==> src/rtl/intersection_scheduler.sv <==
// intersection_scheduler: two-way traffic light sequencer with pedestrian walk insertion
// Optional green-end warning flash is enabled by defining TRAFFIC_FLASH_WARN_EN.
module intersection_scheduler #(
    parameter int LONG_GREEN   = 350,
    parameter int SHORT_GREEN  = 200,
    parameter int AMBER_TICKS  = 30,
    parameter int ALLRED_TICKS = 20,
    parameter int WALK_TICKS   = 100
) (
    input  logic       clock,
    input  logic       reset_n,
    input  logic       mode,
    input  logic       ped_req,
    output logic       ns_red,
    output logic       ns_amber,
    output logic       ns_green,
    output logic       ew_red,
    output logic       ew_amber,
    output logic       ew_green,
    output logic       walk,
    output logic [2:0] phase
);
    typedef enum logic [2:0] {
        ALLRED_A = 3'd0,
        NS_GREEN = 3'd1,
        NS_AMBER = 3'd2,
        ALLRED_B = 3'd3,
        EW_GREEN = 3'd4,
        EW_AMBER = 3'd5,
        PED_WALK = 3'd6
    } state_t;

    // counter reload value: duration-1, with a zero duration treated as one cycle
    function automatic logic [9:0] ld(input int t);
        return (t < 1) ? 10'd0 : 10'(t - 1);
    endfunction

    localparam logic [9:0] L_LONG   = ld(LONG_GREEN);
    localparam logic [9:0] L_SHORT  = ld(SHORT_GREEN);
    localparam logic [9:0] L_AMBER  = ld(AMBER_TICKS);
    localparam logic [9:0] L_ALLRED = ld(ALLRED_TICKS);
    localparam logic [9:0] L_WALK   = ld(WALK_TICKS);

    state_t     state, nstate;
    logic [9:0] cnt, ncnt;
    logic       pend, dir, ndir, enter_walk, warn;

    // next phase, next-direction memory and counter reload on phase entry
    always_comb begin
        nstate = state;
        ndir   = dir;
        if (cnt == 10'd0) begin
            case (state)
                ALLRED_A: begin nstate = pend ? PED_WALK : NS_GREEN; ndir = 1'b0; end
                NS_GREEN: nstate = NS_AMBER;
                NS_AMBER: nstate = ALLRED_B;
                ALLRED_B: begin nstate = pend ? PED_WALK : EW_GREEN; ndir = 1'b1; end
                EW_GREEN: nstate = EW_AMBER;
                EW_AMBER: nstate = ALLRED_A;
                PED_WALK: nstate = dir ? EW_GREEN : NS_GREEN;
                default:  nstate = ALLRED_A;
            endcase
        end
        ncnt = (cnt != 10'd0) ? cnt - 10'd1 :
               (nstate == NS_GREEN || nstate == EW_GREEN) ? (mode ? L_SHORT : L_LONG) :
               (nstate == NS_AMBER || nstate == EW_AMBER) ? L_AMBER :
               (nstate == PED_WALK) ? L_WALK : L_ALLRED;
        enter_walk = (cnt == 10'd0) && (nstate == PED_WALK);
    end

`ifdef TRAFFIC_FLASH_WARN_EN
    // final four green cycles (counter 3,2,1,0) blink 0,1,0,1
    assign warn = (ncnt > 10'd3) || !ncnt[0];
`else
    assign warn = 1'b1;
`endif

    // phase/counter state plus lamps registered from the upcoming phase
    always_ff @(posedge clock or negedge reset_n) begin
        if (!reset_n) begin
            state    <= ALLRED_A;
            cnt      <= L_ALLRED;
            pend     <= 1'b0;
            dir      <= 1'b0;
            ns_red   <= 1'b1;
            ns_amber <= 1'b0;
            ns_green <= 1'b0;
            ew_red   <= 1'b1;
            ew_amber <= 1'b0;
            ew_green <= 1'b0;
            walk     <= 1'b0;
        end else begin
            state    <= nstate;
            cnt      <= ncnt;
            dir      <= ndir;
            pend     <= ped_req | (pend & ~enter_walk);
            ns_red   <= !(nstate == NS_GREEN || nstate == NS_AMBER);
            ns_amber <= nstate == NS_AMBER;
            ns_green <= (nstate == NS_GREEN) && warn;
            ew_red   <= !(nstate == EW_GREEN || nstate == EW_AMBER);
            ew_amber <= nstate == EW_AMBER;
            ew_green <= (nstate == EW_GREEN) && warn;
            walk     <= nstate == PED_WALK;
        end
    end

    assign phase = state;
endmodule

==> config.mk <==
export PLATFORM = sky130hd
export DESIGN_NAME = intersection_scheduler
export DESIGN_NICKNAME = d
export VERILOG_FILES = /design/src/rtl/intersection_scheduler.sv
export SDC_FILE = /design/constraint.sdc
export NUM_CORES = 1
export LEC_CHECK = 0
export CORE_ASPECT_RATIO = 1.75
export CORE_MARGIN = 2
export CORE_UTILIZATION = 40
export DETAILED_ROUTE_END_ITERATION = 8
export GPL_ROUTABILITY_DRIVEN = 0
export HOLD_SLACK_MARGIN = 0.12
export MAX_ROUTING_LAYER = met4
export PLACE_DENSITY = 0.6
export SLEW_MARGIN = 20
export SYNTH_ARGS = -nofsm -noshare
export SYNTH_HDL_FRONTEND = slang
export SYNTH_SLANG_ARGS = --single-unit
==> constraint.sdc <==
create_clock -name clock -period 3.8 [get_ports clock]
set_clock_uncertainty 0.1 [all_clocks]
set_input_delay 1.14 -clock clock [delete_from_list [all_inputs] [get_ports clock]]
set_output_delay 1.14 -clock clock [all_outputs]
set_load 0.01 [all_outputs]
==> flow_metrics.env, run 1 <==
export IMPL_io_pins=14
export IMPL_max_stage_delay_ps=750
export IMPL_cp_required_ps=2560
export IMPL_yosysSeqAreaShare_pct=42.3
export IMPL_ff_latch_area_um2=557
export IMPL_path_clk_slew_ps=80
export IMPL_drt_total_wl_um=2800
export IMPL_wl_per_cell_um=14.2
export IMPL_internal_power_mw=0.377
export IMPL_crit_buf_inv=1
export IMPL_grt_setup_unrepaired="false"
export IMPL_synth_mux_area_share_pct=0.855
export IMPL_seq_power_share_pct=50.8
export IMPL_p_per_area_nw_per_um2=302
export IMPL_min_from="cnt[0]$_DFF_PN1_"
export IMPL_dp_final_hpwl_um=2160
export IMPL_startpoint="phase[0]$_DFF_PN0_"
export IMPL_highest_layer="met4"
export IMPL_yosys_area_top_type="dfrtp_1"
export IMPL_r2r_start="cnt[0]$_DFF_PN1_"
export IMPL_dr_pass1_iters=4
export IMPL_cts_setup_buffers=0
export IMPL_area_growth_pct=15.8
export IMPL_hold_violations=0
export IMPL_p_clk_share_pct=47.6
export IMPL_clk_latency_ps=260
export IMPL_synth_edf_count=0
export IMPL_avgSynthCellArea_um2=9.15
export IMPL_critPathSlowestCell="dfrtp_1"
export IMPL_multi_input_area_um2=681
export IMPL_yosys_area_share_adder_pct=1.71
export IMPL_die_w_um=47.4
export IMPL_finalPower_mw=0.461
export IMPL_crit_arrival_ps=1680
export IMPL_synth_compound_area_share_pct=17.0
export IMPL_synth_simple_gate_area_share_pct=26.8
export IMPL_cts_tree="yes"
export IMPL_die_area_um2=3790
export IMPL_drcViolationCount=0
export IMPL_ant_nets=0
export IMPL_track_usage_pct=18.4
export IMPL_num_vias=1046
export IMPL_yosys_area_top_type_share_pct=32.3
export IMPL_synth_top_family_by_area="simple AND/OR/NAND/NOR gates"
export IMPL_wl_met1_um=1120
export IMPL_synth_area_um2=1320
export IMPL_cp_max_fo=20
export IMPL_syn_num_nets=149
export IMPL_clockBufferDepth=2
export IMPL_synthArstFlopShare_pct=100
export IMPL_syn_inst=144
export IMPL_finalSetupTns_ps=0
export IMPL_grt_pass1_wl_um=4750
export IMPL_drt_initial_drc_count=25
export IMPL_grt_pass1_vias=1027
export IMPL_crit_chain="clkdlybuf4s50_1"
export IMPL_grt_max_degree=23
export IMPL_netlist_top_cells_area="dfrtp_1 32%, dfstp_2 10%, a21oi_1 5.3%, nor2_1 5.1%, xnor2_1 3.3%"
export IMPL_peakVddDrop_uv=249
export IMPL_viasPerCell=5.31
export IMPL_htree_levels=1
export IMPL_maxCapViolCount=0
export IMPL_fmax_mhz=343
export IMPL_nFillCells=299
export IMPL_relSlewSlack_pct=57.9
export IMPL_final_layout_size_suffix_gt1_share_pct=11.7
export IMPL_crit_family="flip-flops"
export IMPL_postCtsHoldBufs=0
export IMPL_antenna_found_initial=0
export IMPL_setup_viol=0
export IMPL_cts_made_buffers=3
export IMPL_synth_xor_area_share_pct=5.32
export IMPL_critPathLaunchType="flip-flop"
export IMPL_grt_ovfl_total=0
export IMPL_synth_common_cells="18 x nor2_1, 17 x dfrtp_1, 14 x a21oi_1"
export IMPL_p_sw_mw=0.0836
export IMPL_cts_resized=0
export IMPL_io_buffers=13
export IMPL_ys_ff_latch=22
export IMPL_synth_most_common_cell="nor2_1"
export IMPL_core_rowCount=27
export IMPL_crit_type="flip-flop to primary output"
export IMPL_status="finished, final reports clean"
export IMPL_wl_met3_um=53
export IMPL_power_leakage_nw=0.602
export IMPL_yosys_most_used_dff="dfrtp_1"
export IMPL_slew_violations=0
export IMPL_initial_core_util_pct=41.9
export IMPL_cts_root_buf="clkbuf_8"
export IMPL_p_sw_share_pct=18.1
export IMPL_diodes=0
export IMPL_met2_length_um=1520
export IMPL_clock_sinks=22
export IMPL_p_comb_share_pct=1.6
export IMPL_final_nets=160
export IMPL_fin_crit_sh_pct=76.8
export IMPL_coreArea_um2=3140
export IMPL_period_needed_ps=2920
export IMPL_die_h_um=79.9
export IMPL_synth_cell_type_count=42
export IMPL_cp_end_kind="primary output"
export IMPL_yosysWarningCount=0
export IMPL_tightest_slew_ps=632
export IMPL_hold_class="flip-flop to flip-flop"
[path summary, 6_finish.rpt]
kind                                            to  slack, ps  depth (start not counted)
worst max-delay path                      phase[0]        880                          1
worst min-delay path              cnt[0]$_DFF_PN1_        360                          1
worst max register to register    cnt[4]$_DFF_PN1_       1240                          8
worst min register to register    cnt[0]$_DFF_PN1_        360                          1
max in group asynchronous         ew_red$_DFF_PN1_       2530                          1
min in group asynchronous       ns_amber$_DFF_PN0_        720                          1
[layout make-up]
class                      instances  share of cell area, %
sequential                        22                   36.5
tap                               43                   3.53
timing repair buffer              14                   8.70
clock buffer                       3                   2.71
inverter                           8                   1.97
multi-input combinational        106                   44.6
clock inverter                     1                   1.97
[power by group through the flow]
| stage | clock, mW | combinational, mW | sequential (mW) |
|---|---|---|---|
| floorplan | 0 | 0.0000343 | 0.239 |
| global placement | 0 | 0.00830 | 0.239 |
| detailed placement | 0 | 0.00833 | 0.239 |
| CTS | 0.222 | 0.00837 | 0.234 |
| global route | 0.233 | 0.00873 | 0.234 |
| finish | 0.219 | 0.00736 | 0.234 |
[metrics by stage]
stage / setup WS (ps) / utilization, % / instances / area, um2 / hold WS (ps)
after CTS: 880 / 48.7 / 197 / 1530 / 361
after global routing: 787 / 48.5 / 197 / 1530 / 392
final: 883 / 48.5 / 197 / 1530 / 361
after floorplan: 1720 / - / 144 / 1320 / 326
after global placement: 1180 / 46.4 / 193 / 1460 / 332
after detailed placement: 1170 / 46.4 / 193 / 1460 / 341
[cell families after synthesis]
logic type,Yosys count
AO/OA/AOI/OAI,36
XOR/XNOR,8
adder cells (fa/ha/maj),2
buffers and inverters,16
flip-flops,22
multiplexers,1
AND/OR/NAND/NOR,59
[flip-flops by register name (all words and copies together) (netlist names)]
name,flops
walk,1
pend,1
ew_green,1
ns_amber,1
cnt,10
phase,3
ns_red,1
dir,1
ew_amber,1
ns_green,1
ew_red,1
[routing by layer]
metal	global-route usage [%]	vias up
li1	-	522
met1	19.6	493
met2	29.9	23
met3	2.26	8
met4	11.9	0
met5	-	-
[layout by cell type, fill, tap and decap left out, types with 2 or more instances in the layout]
cell	instances
inv_1	8
clkbuf_8	3
o21ai_0	8
nor3_1	7
clkdlybuf4s50_1	12
nand2b_1	4
nor2_1	18
nand2_1	10
a21boi_0	2
and3_1	3
nand3_1	3
a21oi_1	14
xnor2_1	5
dfrtp_1	17
nor2b_1	2
dfstp_2	5
nor4_2	2
xor2_1	3
o21ai_1	4
Note: power is estimated with default switching activity, not from simulation.
==> run 2: changes to the inputs <==
Clock period 3.8 ns to 2.9 ns, I/O delays scaled along.
==> flow_metrics.env, run 2 (synthesized netlist as in run 1, its figures left out) <==
export IMPL_fmax_mhz=388
export IMPL_antenna_found_initial=0
export IMPL_nFillCells=302
export IMPL_grt_pass1_wl_um=4870
export IMPL_coreArea_um2=3140
export IMPL_postCtsHoldBufs=0
export IMPL_fin_crit_sh_pct=88.9
export IMPL_crit_type="flip-flop to primary output"
export IMPL_area_growth_pct=16.6
export IMPL_die_area_um2=3790
export IMPL_max_stage_delay_ps=690
export IMPL_die_h_um=79.9
export IMPL_peakVddDrop_uv=278
export IMPL_crit_family="flip-flops"
export IMPL_tightest_slew_ps=548
export IMPL_viasPerCell=5.51
export IMPL_setup_viol=0
export IMPL_io_buffers=13
export IMPL_wl_per_cell_um=14.6
export IMPL_grt_pass1_vias=1069
export IMPL_path_clk_slew_ps=80
export IMPL_final_cell_mix="18 x nor2_1, 17 x dfrtp_1, 14 x a21oi_1"
export IMPL_grt_ovfl_total=0
export IMPL_num_vias=1101
export IMPL_maxCapViolCount=0
export IMPL_cts_root_buf="clkbuf_8"
export IMPL_finalSetupTns_ps=0
export IMPL_dr_pass1_iters=4
export IMPL_hold_class="flip-flop to flip-flop"
export IMPL_period_needed_ps=2580
export IMPL_cts_tree="yes"
export IMPL_initial_core_util_pct=41.9
export IMPL_clk_latency_ps=270
export IMPL_critPathSlowestCell="dfrtp_1"
export IMPL_clockBufferDepth=2
export IMPL_track_usage_pct=18.3
export IMPL_cp_end_kind="primary output"
export IMPL_power_leakage_nw=0.611
export IMPL_holdWs_ps=368
export IMPL_status="finished, final reports clean"
export IMPL_critPathLaunchType="flip-flop"
export IMPL_final_common_cell="nor2_1"
export IMPL_final_nets=163
export IMPL_hold_violations=0
export IMPL_crit_chain="clkdlybuf4s50_1"
export IMPL_crit_buf_inv=1
export IMPL_largest_register="cnt"
export IMPL_drt_total_wl_um=2930
export IMPL_largest_register_ffs=10
export IMPL_dp_final_hpwl_um=2180
export IMPL_grt_max_degree=23
export IMPL_htree_levels=1
export IMPL_diodes=0
export IMPL_p_per_area_nw_per_um2=353
export IMPL_drt_initial_drc_count=38
export IMPL_cts_made_buffers=3
export IMPL_crit_arrival_ps=1610
export IMPL_grt_setup_unrepaired="false"
export IMPL_core_rowCount=27
export IMPL_cts_resized=0
export IMPL_clock_sinks=22
export IMPL_cp_required_ps=1930
export IMPL_cts_setup_buffers=0
export IMPL_cp_max_fo=16
export IMPL_ant_nets=0
export IMPL_final_layout_size_suffix_gt1_share_pct=12.7
export IMPL_slew_violations=0
export IMPL_die_w_um=47.4
export IMPL_io_pins=14
export IMPL_drcViolationCount=0
export IMPL_relSlewSlack_pct=63.4
## run 2: changes by cell type in the layout (fill, tap and decap cells not counted), sizes merged
cell and delta:
buf +2, bufinv -1, clkbuf +1, clkdlybuf4s50 +1
## run 2: path summary, 6_finish.rpt
path / from / end / slack, ps / cells after the start
setup / recovery: phase[2]$_DFF_PN0_ / phase[2] / 320 / 1
hold reg to reg: cnt[0]$_DFF_PN1_ / cnt[0]$_DFF_PN1_ / 370 / 1
hold / removal: cnt[0]$_DFF_PN1_ / cnt[0]$_DFF_PN1_ / 370 / 1
max in group asynchronous: reset_n / ew_red$_DFF_PN1_ / 1570 / 2
setup reg to reg: cnt[0]$_DFF_PN1_ / cnt[8]$_DFF_PN0_ / 540 / 9
min in group asynchronous: reset_n / ns_green$_DFF_PN0_ / 850 / 2
## run 2: power breakdown
group	internal, mW	leakage, nW	switching, mW
Sequential	0.307	0.263	0.0000000000000000640
Clock	0.121	0.0288	0.103
Combinational	0.00445	0.319	0.00727
## run 2: final cells by class
type                    count  area (um2)  area share, %
multi-input cells         106         681           44.3
well taps                  43        53.8           3.50
inverters                   8        30.0           1.95
repair buffers             17         160           10.4
clock buffers               4        55.1           3.58
flip-flops and latches     22         557           36.2
## run 2: per-stage QoR
step	util [%]	power [mW]	instances	cell area (um2)	worst slack [ps]
6_report	48.9	0.543	200	1540	323
5_1_grt	48.9	0.564	200	1540	269
4_1_cts	48.9	0.548	200	1540	342
3_5_place_dp	47.2	0.325	196	1480	552
3_3_place_gp	47.2	0.325	196	1480	584
2_1_floorplan	-	0.313	144	1320	820
## run 2: layer usage
layer	track usage, %	share of wire (%)	vias to the layer above
li1	-	-	524
met1	20.9	40	521
met2	28.8	52	43
met3	2.71	3.7	13
met4	10.6	4.3	0
met5	-	0	-
==> run 3: changes to the inputs <==
Settings changed: SLEW_MARGIN 20 to not set.
==> results of run 3 <==
Same layout as run 2: the final DEF is identical, and so are final timing and power.
